### config.mk
export PLATFORM = sky130hd
export DESIGN_NAME = zx_screen_renderer
export DESIGN_NICKNAME = d
export VERILOG_FILES = /design/src/rtl/zx_video_pkg.sv /design/src/rtl/zx_attr_colour.sv /design/src/rtl/zx_screen_renderer.sv
export SDC_FILE = /design/constraint.sdc
export NUM_CORES = 1
export LEC_CHECK = 0
export ABC_AREA = 1
export CAP_MARGIN = 20
export CORE_AREA = 2 2 95 97
export CTS_CLUSTER_DIAMETER = 30
export DETAILED_ROUTE_END_ITERATION = 10
export DIE_AREA = 0 0 97 99
export PLACE_DENSITY = 0.73
export SLEW_MARGIN = 20
export SYNTH_ARGS = -nofsm -noshare
export SYNTH_HDL_FRONTEND = slang
export SYNTH_SLANG_ARGS = --single-unit
### constraint.sdc
create_clock -name CLK -period 2.6 [get_ports CLK]
set_input_delay 0.78 -clock CLK [delete_from_list [all_inputs] [get_ports CLK]]
set_output_delay 0.78 -clock CLK [all_outputs]
set_load 0.01 [all_outputs]
### src/rtl/zx_video_pkg.sv
// Shared ZX Spectrum screen geometry, attribute layout and fetch FSM state type.
package zx_video_pkg;

    localparam int ZX_W = 256;
    localparam int ZX_H = 192;
    localparam logic [12:0] ATTR_BASE = 13'h1800;

    // Attribute byte layout: ink[2:0], paper[5:3], BRIGHT[6], FLASH[7]
    localparam int ATTR_INK_LSB   = 0;
    localparam int ATTR_PAPER_LSB = 3;
    localparam int ATTR_BRIGHT    = 6;
    localparam int ATTR_FLASH     = 7;

    typedef enum logic [1:0] {
        IDLE    = 2'd0,
        RD_PIX  = 2'd1,
        RD_ATTR = 2'd2,
        LATCH   = 2'd3
    } fetch_state_t;

    // Bitmap byte address: the Spectrum interleaves thirds, character rows and pixel rows.
    function automatic logic [12:0] zx_pix_addr(input logic [7:0] zy, input logic [4:0] col);
        return {zy[7:6], zy[2:0], zy[5:3], col};
    endfunction

    // Attribute byte address: one byte per 8x8 character cell, row-major after the bitmap.
    function automatic logic [12:0] zx_attr_addr(input logic [7:0] zy, input logic [4:0] col);
        return ATTR_BASE + {3'b000, zy[7:3], col};
    endfunction

endpackage

### src/rtl/zx_attr_colour.sv
// Turns one bitmap bit plus its cell attribute into channel levels at CBITS resolution.
module zx_attr_colour import zx_video_pkg::*; #(
    parameter int CBITS = 4
) (
    input  logic [7:0]       attr,
    input  logic             pix,
    input  logic             flash_phase,
    output logic [CBITS-1:0] red,
    output logic [CBITS-1:0] green,
    output logic [CBITS-1:0] blue
);

    localparam logic [CBITS-1:0] LVL_FULL = {CBITS{1'b1}};
    // Normal intensity: two ones at the top, zeros below (4 bits -> 4'hC).
    localparam logic [CBITS-1:0] LVL_NORM = ~(LVL_FULL >> 2);

    logic             ink_sel_s;
    logic [2:0]       grb_s;
    logic [CBITS-1:0] lvl_s;

    // Choose ink or paper (FLASH swaps them in the odd phase), then scale to the channel level.
    always_comb begin
        ink_sel_s = pix ^ (attr[ATTR_FLASH] & flash_phase);
        if (ink_sel_s) begin
            grb_s = attr[ATTR_INK_LSB +: 3];
        end else begin
            grb_s = attr[ATTR_PAPER_LSB +: 3];
        end
        if (attr[ATTR_BRIGHT]) begin
            lvl_s = LVL_FULL;
        end else begin
            lvl_s = LVL_NORM;
        end
        green = grb_s[2] ? lvl_s : {CBITS{1'b0}};
        red   = grb_s[1] ? lvl_s : {CBITS{1'b0}};
        blue  = grb_s[0] ? lvl_s : {CBITS{1'b0}};
    end

endmodule

### src/rtl/zx_screen_renderer.sv
// ZX Spectrum screen renderer: beam position in, per-cell prefetch from screen memory,
// registered RGB plus sync delayed by one pixel strobe so they stay aligned.
module zx_screen_renderer import zx_video_pkg::*; #(
    parameter int H_ACTIVE     = 640,
    parameter int V_ACTIVE     = 480,
    parameter int SCALE        = 2,
    parameter int ORIGIN_X     = 64,
    parameter int ORIGIN_Y     = 48,
    parameter int CBITS        = 4,
    parameter int FLASH_FRAMES = 16
) (
    input  logic             CLK,
    input  logic             RESET,
    input  logic             PIX_EN,
    input  logic [9:0]       HPOS,
    input  logic [9:0]       VPOS,
    input  logic             DISPLAY_ON,
    input  logic             HS_IN,
    input  logic             VS_IN,
    input  logic [2:0]       BORDER,
    output logic [12:0]      MEM_ADDR,
    output logic             MEM_RD,
    input  logic [7:0]       MEM_DATA,
    output logic             HS,
    output logic             VS,
    output logic [CBITS-1:0] RED,
    output logic [CBITS-1:0] GREEN,
    output logic [CBITS-1:0] BLUE
);

    localparam int FC_W = $clog2(FLASH_FRAMES + 1);
    localparam logic [9:0] COL0_TRIG_X = 10'(ORIGIN_X - 8 * SCALE);
    localparam logic [CBITS-1:0] LVL_NORM = ~({CBITS{1'b1}} >> 2);

    // Window and address generation
    logic [9:0] hoff_s;
    logic [9:0] voff_s;
    logic       win_line_s;
    logic       win_s;
    logic [7:0] zx_s;
    logic [7:0] zy_s;
    logic [4:0] col_s;
    logic       first_sub_s;
    logic       last_sub_s;
    logic       cell_start_s;
    logic       trig_next_s;
    logic       trig_col0_s;
    logic [4:0] fetch_col_s;
    logic       frame_tick_s;

    // Fetch FSM and prefetched cell
    fetch_state_t state_r;
    logic [12:0]  attr_addr_r;
    logic [7:0]   next_pix_r;
    logic [7:0]   next_attr_r;
    logic         next_valid_r;

    // Cell being displayed
    logic [7:0] shift_r;
    logic [7:0] attr_r;
    logic       cell_valid_r;
    logic [7:0] src_pix_s;
    logic [7:0] cur_attr_s;
    logic       cur_valid_s;

    // Flash timing
    logic [FC_W-1:0] frame_cnt_r;
    logic            flash_phase_r;

    // Colour selection
    logic [CBITS-1:0] cell_red_s;
    logic [CBITS-1:0] cell_green_s;
    logic [CBITS-1:0] cell_blue_s;
    logic [CBITS-1:0] red_s;
    logic [CBITS-1:0] green_s;
    logic [CBITS-1:0] blue_s;

    // Beam position -> ZX coordinates; the 10-bit subtraction wraps so left/top of the window fail the compare.
    always_comb begin
        hoff_s     = HPOS - 10'(ORIGIN_X);
        voff_s     = VPOS - 10'(ORIGIN_Y);
        win_line_s = (voff_s < 10'(ZX_H * SCALE));
        win_s      = win_line_s && (hoff_s < 10'(ZX_W * SCALE)) && (HPOS < 10'(H_ACTIVE));
        if (SCALE == 2) begin
            zx_s        = hoff_s[8:1];
            zy_s        = voff_s[8:1];
            first_sub_s = ~hoff_s[0];
            last_sub_s  = hoff_s[0];
        end else begin
            zx_s        = hoff_s[7:0];
            zy_s        = voff_s[7:0];
            first_sub_s = 1'b1;
            last_sub_s  = 1'b1;
        end
        col_s        = zx_s[7:3];
        cell_start_s = win_s && (zx_s[2:0] == 3'd0) && first_sub_s;
        // Chained fetch only continues from a valid cell, so a line entered without
        // a column-0 prefetch (e.g. after reset) stays black until the next line.
        trig_next_s  = PIX_EN && cell_start_s && (col_s != 5'd31) && next_valid_r;
        trig_col0_s  = PIX_EN && win_line_s && (HPOS == COL0_TRIG_X);
        if (trig_col0_s) begin
            fetch_col_s = 5'd0;
        end else begin
            fetch_col_s = col_s + 5'd1;
        end
        frame_tick_s = PIX_EN && (HPOS == 10'd0) && (VPOS == 10'(V_ACTIVE));
    end

    // Fetch FSM: bitmap byte then attribute byte for the upcoming cell, one read strobe each.
    always_ff @(posedge CLK or posedge RESET) begin
        if (RESET) begin
            state_r      <= IDLE;
            MEM_RD       <= 1'b0;
            MEM_ADDR     <= 13'd0;
            attr_addr_r  <= 13'd0;
            next_pix_r   <= 8'd0;
            next_attr_r  <= 8'd0;
            next_valid_r <= 1'b0;
        end else begin
            // The display side consumes the prefetched cell at its first sub-pixel.
            if (PIX_EN && cell_start_s) begin
                next_valid_r <= 1'b0;
            end
            case (state_r)
                IDLE: begin
                    if (trig_next_s || trig_col0_s) begin
                        state_r     <= RD_PIX;
                        MEM_RD      <= 1'b1;
                        MEM_ADDR    <= zx_pix_addr(zy_s, fetch_col_s);
                        attr_addr_r <= zx_attr_addr(zy_s, fetch_col_s);
                    end else begin
                        MEM_RD <= 1'b0;
                    end
                end
                RD_PIX: begin
                    state_r  <= RD_ATTR;
                    MEM_RD   <= 1'b1;
                    MEM_ADDR <= attr_addr_r;
                end
                RD_ATTR: begin
                    state_r    <= LATCH;
                    MEM_RD     <= 1'b0;
                    next_pix_r <= MEM_DATA;
                end
                LATCH: begin
                    state_r      <= IDLE;
                    MEM_RD       <= 1'b0;
                    next_attr_r  <= MEM_DATA;
                    next_valid_r <= 1'b1;
                end
                default: begin
                    state_r <= IDLE;
                    MEM_RD  <= 1'b0;
                end
            endcase
        end
    end

    // Current pixel source: at a cell boundary the prefetched cell is used directly.
    always_comb begin
        if (cell_start_s) begin
            src_pix_s   = next_pix_r;
            cur_attr_s  = next_attr_r;
            cur_valid_s = next_valid_r;
        end else begin
            src_pix_s   = shift_r;
            cur_attr_s  = attr_r;
            cur_valid_s = cell_valid_r;
        end
    end

    // Shift register and cell attribute: load on cell start, advance after the last sub-pixel.
    always_ff @(posedge CLK or posedge RESET) begin
        if (RESET) begin
            shift_r      <= 8'd0;
            attr_r       <= 8'd0;
            cell_valid_r <= 1'b0;
        end else if (PIX_EN && win_s) begin
            if (last_sub_s) begin
                shift_r <= {src_pix_s[6:0], 1'b0};
            end else begin
                shift_r <= src_pix_s;
            end
            if (cell_start_s) begin
                attr_r       <= next_attr_r;
                cell_valid_r <= next_valid_r;
            end
        end
    end

    // Frame counter: toggles the FLASH phase every FLASH_FRAMES frames.
    always_ff @(posedge CLK or posedge RESET) begin
        if (RESET) begin
            frame_cnt_r   <= {FC_W{1'b0}};
            flash_phase_r <= 1'b0;
        end else if (frame_tick_s) begin
            if (frame_cnt_r == FC_W'(FLASH_FRAMES - 1)) begin
                frame_cnt_r   <= {FC_W{1'b0}};
                flash_phase_r <= ~flash_phase_r;
            end else begin
                frame_cnt_r <= frame_cnt_r + FC_W'(1);
            end
        end
    end

    zx_attr_colour #(
        .CBITS (CBITS)
    ) u_attr_colour (
        .attr        (cur_attr_s),
        .pix         (src_pix_s[7]),
        .flash_phase (flash_phase_r),
        .red         (cell_red_s),
        .green       (cell_green_s),
        .blue        (cell_blue_s)
    );

    // Colour select: blanking -> black, outside bitmap -> border, unfetched cell -> black.
    always_comb begin
        if (!DISPLAY_ON) begin
            red_s   = {CBITS{1'b0}};
            green_s = {CBITS{1'b0}};
            blue_s  = {CBITS{1'b0}};
        end else if (!win_s) begin
            green_s = BORDER[2] ? LVL_NORM : {CBITS{1'b0}};
            red_s   = BORDER[1] ? LVL_NORM : {CBITS{1'b0}};
            blue_s  = BORDER[0] ? LVL_NORM : {CBITS{1'b0}};
        end else if (!cur_valid_s) begin
            red_s   = {CBITS{1'b0}};
            green_s = {CBITS{1'b0}};
            blue_s  = {CBITS{1'b0}};
        end else begin
            red_s   = cell_red_s;
            green_s = cell_green_s;
            blue_s  = cell_blue_s;
        end
    end

    // Output registers: colour and sync advance together on each pixel strobe.
    always_ff @(posedge CLK or posedge RESET) begin
        if (RESET) begin
            RED   <= {CBITS{1'b0}};
            GREEN <= {CBITS{1'b0}};
            BLUE  <= {CBITS{1'b0}};
            HS    <= 1'b0;
            VS    <= 1'b0;
        end else if (PIX_EN) begin
            RED   <= red_s;
            GREEN <= green_s;
            BLUE  <= blue_s;
            HS    <= HS_IN;
            VS    <= VS_IN;
        end
    end

endmodule

==> metrics.txt <==
# TYPE chip_impl_metric gauge
chip_impl_metric{name="syn-mean-instance-area",unit="um^2"} 8.126
chip_impl_metric{name="maxCapViolations",unit=""} 0
chip_impl_metric{name="grt_pass1_vias",unit=""} 3429
chip_impl_metric{name="post_cts_hold_buffer_count",unit=""} 0
chip_impl_metric{name="skew",unit="ns"} 0.01256
chip_impl_metric{name="p_sw_share",unit="%"} 34.67
chip_impl_metric{name="insertion_delay",unit="ns"} 0.35
chip_impl_metric{name="cts.clk_slew.worst_paths",unit="ns"} 0.08
chip_impl_metric{name="clkPwrFrac",unit="%"} 24.1
chip_impl_metric{name="drv_slew",unit=""} 0
chip_impl_metric{name="layout_min_cycle_time",unit="ns"} 2.462
chip_impl_info{name="worst_r2r_endpoint",value="MEM_ADDR[6]"} 1
chip_impl_metric{name="power_density",unit="mW/mm^2"} 810.3
chip_impl_metric{name="post_route_cells_drive_above_1_share",unit="%"} 15.45
chip_impl_metric{name="initial_standard_cell_utilization_of_the_core",unit="%"} 45.71
chip_impl_metric{name="ys_ff_latch",unit=""} 75
chip_impl_metric{name="drt-pass1-iter-count",unit=""} 4
chip_impl_info{name="worst-setup-path-type",value="in2reg"} 1
chip_impl_metric{name="worst-slew-pin-transition",unit="ns"} 0.5423
chip_impl_metric{name="hold_viol",unit=""} 0
chip_impl_metric{name="grt_util_met2",unit="%"} 33.87
chip_impl_info{name="netlist_top_cells_area",value="sky130_fd_sc_hd__dfrtp_1, sky130_fd_sc_hd__nand2_1, sky130_fd_sc_hd__o21ai_0"} 1
chip_impl_metric{name="grt_start_max_net_pins",unit=""} 76
chip_impl_info{name="rsz0062_at_grt",value="no"} 1
chip_impl_metric{name="combPwrFrac",unit="%"} 36.3
chip_impl_metric{name="antenna_cells_inserted",unit=""} 0
chip_impl_metric{name="drt_wl_total",unit="mm"} 9.046
chip_impl_metric{name="cts_made_buffers",unit=""} 9
chip_impl_metric{name="syn-num-nets",unit=""} 531
chip_impl_metric{name="area_growth_syn_to_layout",unit="%"} 31.95
chip_impl_info{name="tritoncts",value="built"} 1
chip_impl_metric{name="worstPathArrival",unit="ns"} 2.68
chip_impl_metric{name="internal_power",unit="mW"} 2.730
chip_impl_metric{name="yosys_warnings",unit=""} 0
chip_impl_metric{name="viasPerCell",unit=""} 5.038
chip_impl_info{name="hold_start",value="VS"} 1
chip_impl_metric{name="worst_ir_drop_vdd",unit="mV"} 0.4703
chip_impl_metric{name="crit_required",unit="ns"} 2.82
chip_impl_metric{name="power_total",unit="mW"} 4.179
chip_impl_metric{name="die_height",unit="um"} 99
chip_impl_metric{name="die_width",unit="um"} 97
chip_impl_metric{name="normalized_max_slew_margin",unit="%"} 63.85
chip_impl_info{name="worstHoldPathType",value="reg2reg"} 1
chip_impl_metric{name="finalWeightedCongestion",unit=""} 0.8676
chip_impl_info{name="worstSetupEndpointType",value="register"} 1
chip_impl_metric{name="worst_hold_path.num_cells",unit=""} 2
chip_impl_metric{name="core_region_area",unit="mm^2"} 0.008551
chip_impl_metric{name="ant_nets",unit=""} 0
chip_impl_metric{name="ctsLongestPathBuffers",unit=""} 2
chip_impl_metric{name="power.share.sequential",unit="%"} 39.6
chip_impl_metric{name="worst-path-max-fanout",unit=""} 4
chip_impl_metric{name="synth_largest_type_area_fraction",unit="%"} 48.02
chip_impl_metric{name="detailedPlacementHpwl",unit="mm"} 6.592
chip_impl_info{name="start_kind",value="input port"} 1
chip_impl_metric{name="place_worst_setup_slack",unit="ns"} -0.3379
chip_impl_metric{name="max_clock_freq",unit="MHz"} 406.1
chip_impl_metric{name="wl_per_cell",unit="um"} 13.23
chip_impl_metric{name="rows",unit=""} 34
chip_impl_metric{name="groute.usage.overall",unit="%"} 19.56
chip_impl_metric{name="grt_first_pass_wirelength",unit="mm"} 15.60
chip_impl_metric{name="synth_seq_area_share",unit="%"} 48.02
chip_impl_metric{name="p_sw",unit="mW"} 1.449
chip_impl_metric{name="filler_cell_count",unit=""} 769
chip_impl_metric{name="ff2ff_setup_slack",unit="ns"} 0.98
chip_impl_info{name="run_status",value="finished, final reports clean"} 1
chip_impl_metric{name="cts_num_sinks",unit=""} 75
chip_impl_info{name="synthDominantAreaCellType",value="sky130_fd_sc_hd__dfrtp_1"} 1
chip_impl_metric{name="grt_antenna_before_repair",unit=""} 0
chip_impl_info{name="gr-max-usage-layer",value="met2"} 1
chip_impl_metric{name="final_worst_setup_slack",unit="ns"} 0.1377
chip_impl_metric{name="drc_violation_count_after_routing",unit=""} 0
chip_impl_metric{name="layout.nets",unit=""} 621
chip_impl_metric{name="post-cts-setup-buffer-count",unit=""} 0
chip_impl_info{name="worst_hold_path.endpoint",value="VS"} 1
chip_impl_metric{name="design_area",unit="mm^2"} 0.005157
chip_impl_metric{name="gr_met3_demand_resource",unit="%"} 4.043
chip_impl_metric{name="placement.io_buffers",unit=""} 64
chip_impl_metric{name="synth_cell_types",unit=""} 38
chip_impl_metric{name="reg2reg_depth",unit=""} 5
chip_impl_metric{name="placed_area",unit="mm^2"} 0.004867
chip_impl_metric{name="fin_setup_tns",unit="ns"} 0
chip_impl_metric{name="design.portCount",unit=""} 65
chip_impl_info{name="clk_root_buffer_cell",value="sky130_fd_sc_hd__clkbuf_8"} 1
chip_impl_metric{name="netlist_area",unit="mm^2"} 0.003909
chip_impl_metric{name="fin_crit_sh",unit="%"} 94.70
chip_impl_metric{name="die-area",unit="mm^2"} 0.009603
chip_impl_metric{name="postSynthCellCount",unit=""} 481
chip_impl_metric{name="grt_overflow_total",unit=""} 0
chip_impl_metric{name="dr_total_vias",unit=""} 3446
chip_impl_info{name="timing.rr.start",value="state_r[1]"} 1
chip_impl_metric{name="htreeDepth",unit=""} 3
chip_impl_metric{name="setup-violations-final",unit=""} 0
chip_impl_metric{name="detail_route.iter0.violations",unit=""} 176
chip_impl_metric{name="met1_usage",unit="%"} 25.00
chip_impl_metric{name="cellLeakagePower",unit="nW"} 2.505
==> metal layers <==
metal  share of wire [%]  vias to the layer above
met5                   0                        -
met4                 1.4                        0
met3                 4.0                       15
met2                  50                       77
met1                  45                     1636
li1                    -                     1718
==> synth_stat cells, drive strengths merged <==
master / number
mux2: 2
o211ai: 2
a21oi: 1
a22oi: 2
inv: 58
xnor2: 2
ha: 13
mux2i: 2
nor3: 3
dfrtp: 75
clkbuf: 7
a31oi: 1
o22ai: 1
or2: 1
nor2: 15
nand3: 27
o21ai: 75
nor4: 1
o221ai: 3
buf: 13
xor2: 5
nand2: 162
and3: 1
o21bai: 1
nand4: 8
==> power groups by stage <==
stage,Clock [mW],Sequential (mW),Combinational [mW]
5_1_grt,1.07,1.69,1.71
2_1_floorplan,0,1.69,0.888
3_5_place_dp,0,1.67,1.50
3_3_place_gp,0,1.66,1.46
6_report,1.01,1.66,1.52
4_1_cts,1.04,1.66,1.51
==> placed cells by master (no fill, tap or decap), types with 7 or more instances in the layout <==
cell type / n
sky130_fd_sc_hd__buf_4: 31
sky130_fd_sc_hd__inv_1: 50
sky130_fd_sc_hd__clkbuf_8: 9
sky130_fd_sc_hd__clkdlybuf4s50_1: 60
sky130_fd_sc_hd__nand3_1: 22
sky130_fd_sc_hd__nand2_2: 8
sky130_fd_sc_hd__nand4_1: 7
sky130_fd_sc_hd__dfrtp_1: 75
sky130_fd_sc_hd__nand2_1: 153
sky130_fd_sc_hd__ha_1: 12
sky130_fd_sc_hd__o21ai_1: 10
sky130_fd_sc_hd__o21ai_0: 64
==> stage by stage <==
stage                     std cells  utilization [%]  hold slack, ns
after floorplan                 481                -          0.4347
after global placement          668            56.92          0.4474
after detailed placement        668            56.92          0.4666
after CTS                       684            59.56          0.4868
after global routing            684            60.32          0.5131
final                           684            60.32          0.4791
==> registers in the layout, indices dropped and copies added (netlist names) <==
register and count:
MEM_ADDR 13, attr_addr_r 11, attr_r 8, next_attr_r 8
next_pix_r 8, shift_r 8, frame_cnt_r 5, BLUE 2
GREEN 2, RED 2, state_r 2, HS 1
MEM_RD 1, VS 1, cell_valid_r 1, flash_phase_r 1
next_valid_r 1
==> kinds of logic after synthesis <==
| kind of cell | count (synthesis) | synth area share, % |
|---|---|---|
| AND/OR/NAND/NOR | 218 | 24.52 |
| XOR/XNOR | 7 | 1.569 |
| buffers and inverters | 78 | 8.674 |
| multiplexers | 4 | 1.088 |
| adder cells (fa/ha/maj) | 13 | 4.161 |
| flip-flops | 75 | 48.02 |
| AO/OA/AOI/OAI | 86 | 11.97 |
==> worst max-delay path by stage <==
stage / startpoint / cells after the start / slack, ns / end
floorplan: VPOS[4] / 14 / 0.34 / MEM_ADDR[1]
global placement: VPOS[4] / 16 / -0.27 / GREEN[2]
detailed placement: VPOS[4] / 16 / -0.34 / GREEN[2]
CTS: VPOS[4] / 16 / 0.03 / GREEN[2]
global route: HPOS[0] / 10 / 0.03 / MEM_ADDR[11]
finish: HPOS[0] / 10 / 0.14 / MEM_ADDR[11]
==> repair_timing <==
action	CTS	global route
setup endpoints to repair	0	34
hold endpoints to repair	0	0
resized for setup	0	23
==> worst max-delay path, cell delays in order <==
cell	delay (ns)
sky130_fd_sc_hd__clkdlybuf4s50_1	0.42
sky130_fd_sc_hd__nor2_1	0.08
sky130_fd_sc_hd__and3_1	0.32
sky130_fd_sc_hd__nand2_1	0.18
sky130_fd_sc_hd__nor3_1	0.23
sky130_fd_sc_hd__inv_1	0.13
sky130_fd_sc_hd__nand3_4	0.11
sky130_fd_sc_hd__o21ai_4	0.07
sky130_fd_sc_hd__a21oi_1	0.25
sky130_fd_sc_hd__a22oi_1	0.11
==> final cells by class <==
| class | count | area, um^2 | area share (%) |
|---|---|---|---|
| flip-flops and latches | 75 | 1877 | 36.39 |
| multi-input cells | 328 | 1742 | 33.77 |
| repair buffers | 99 | 954.7 | 18.51 |
| inverters | 58 | 224.0 | 4.343 |
| well taps | 108 | 135.1 | 2.620 |
| clock buffers | 9 | 123.9 | 2.402 |
| clock inverters | 7 | 101.3 | 1.965 |
(Power assumes the default switching activity.)
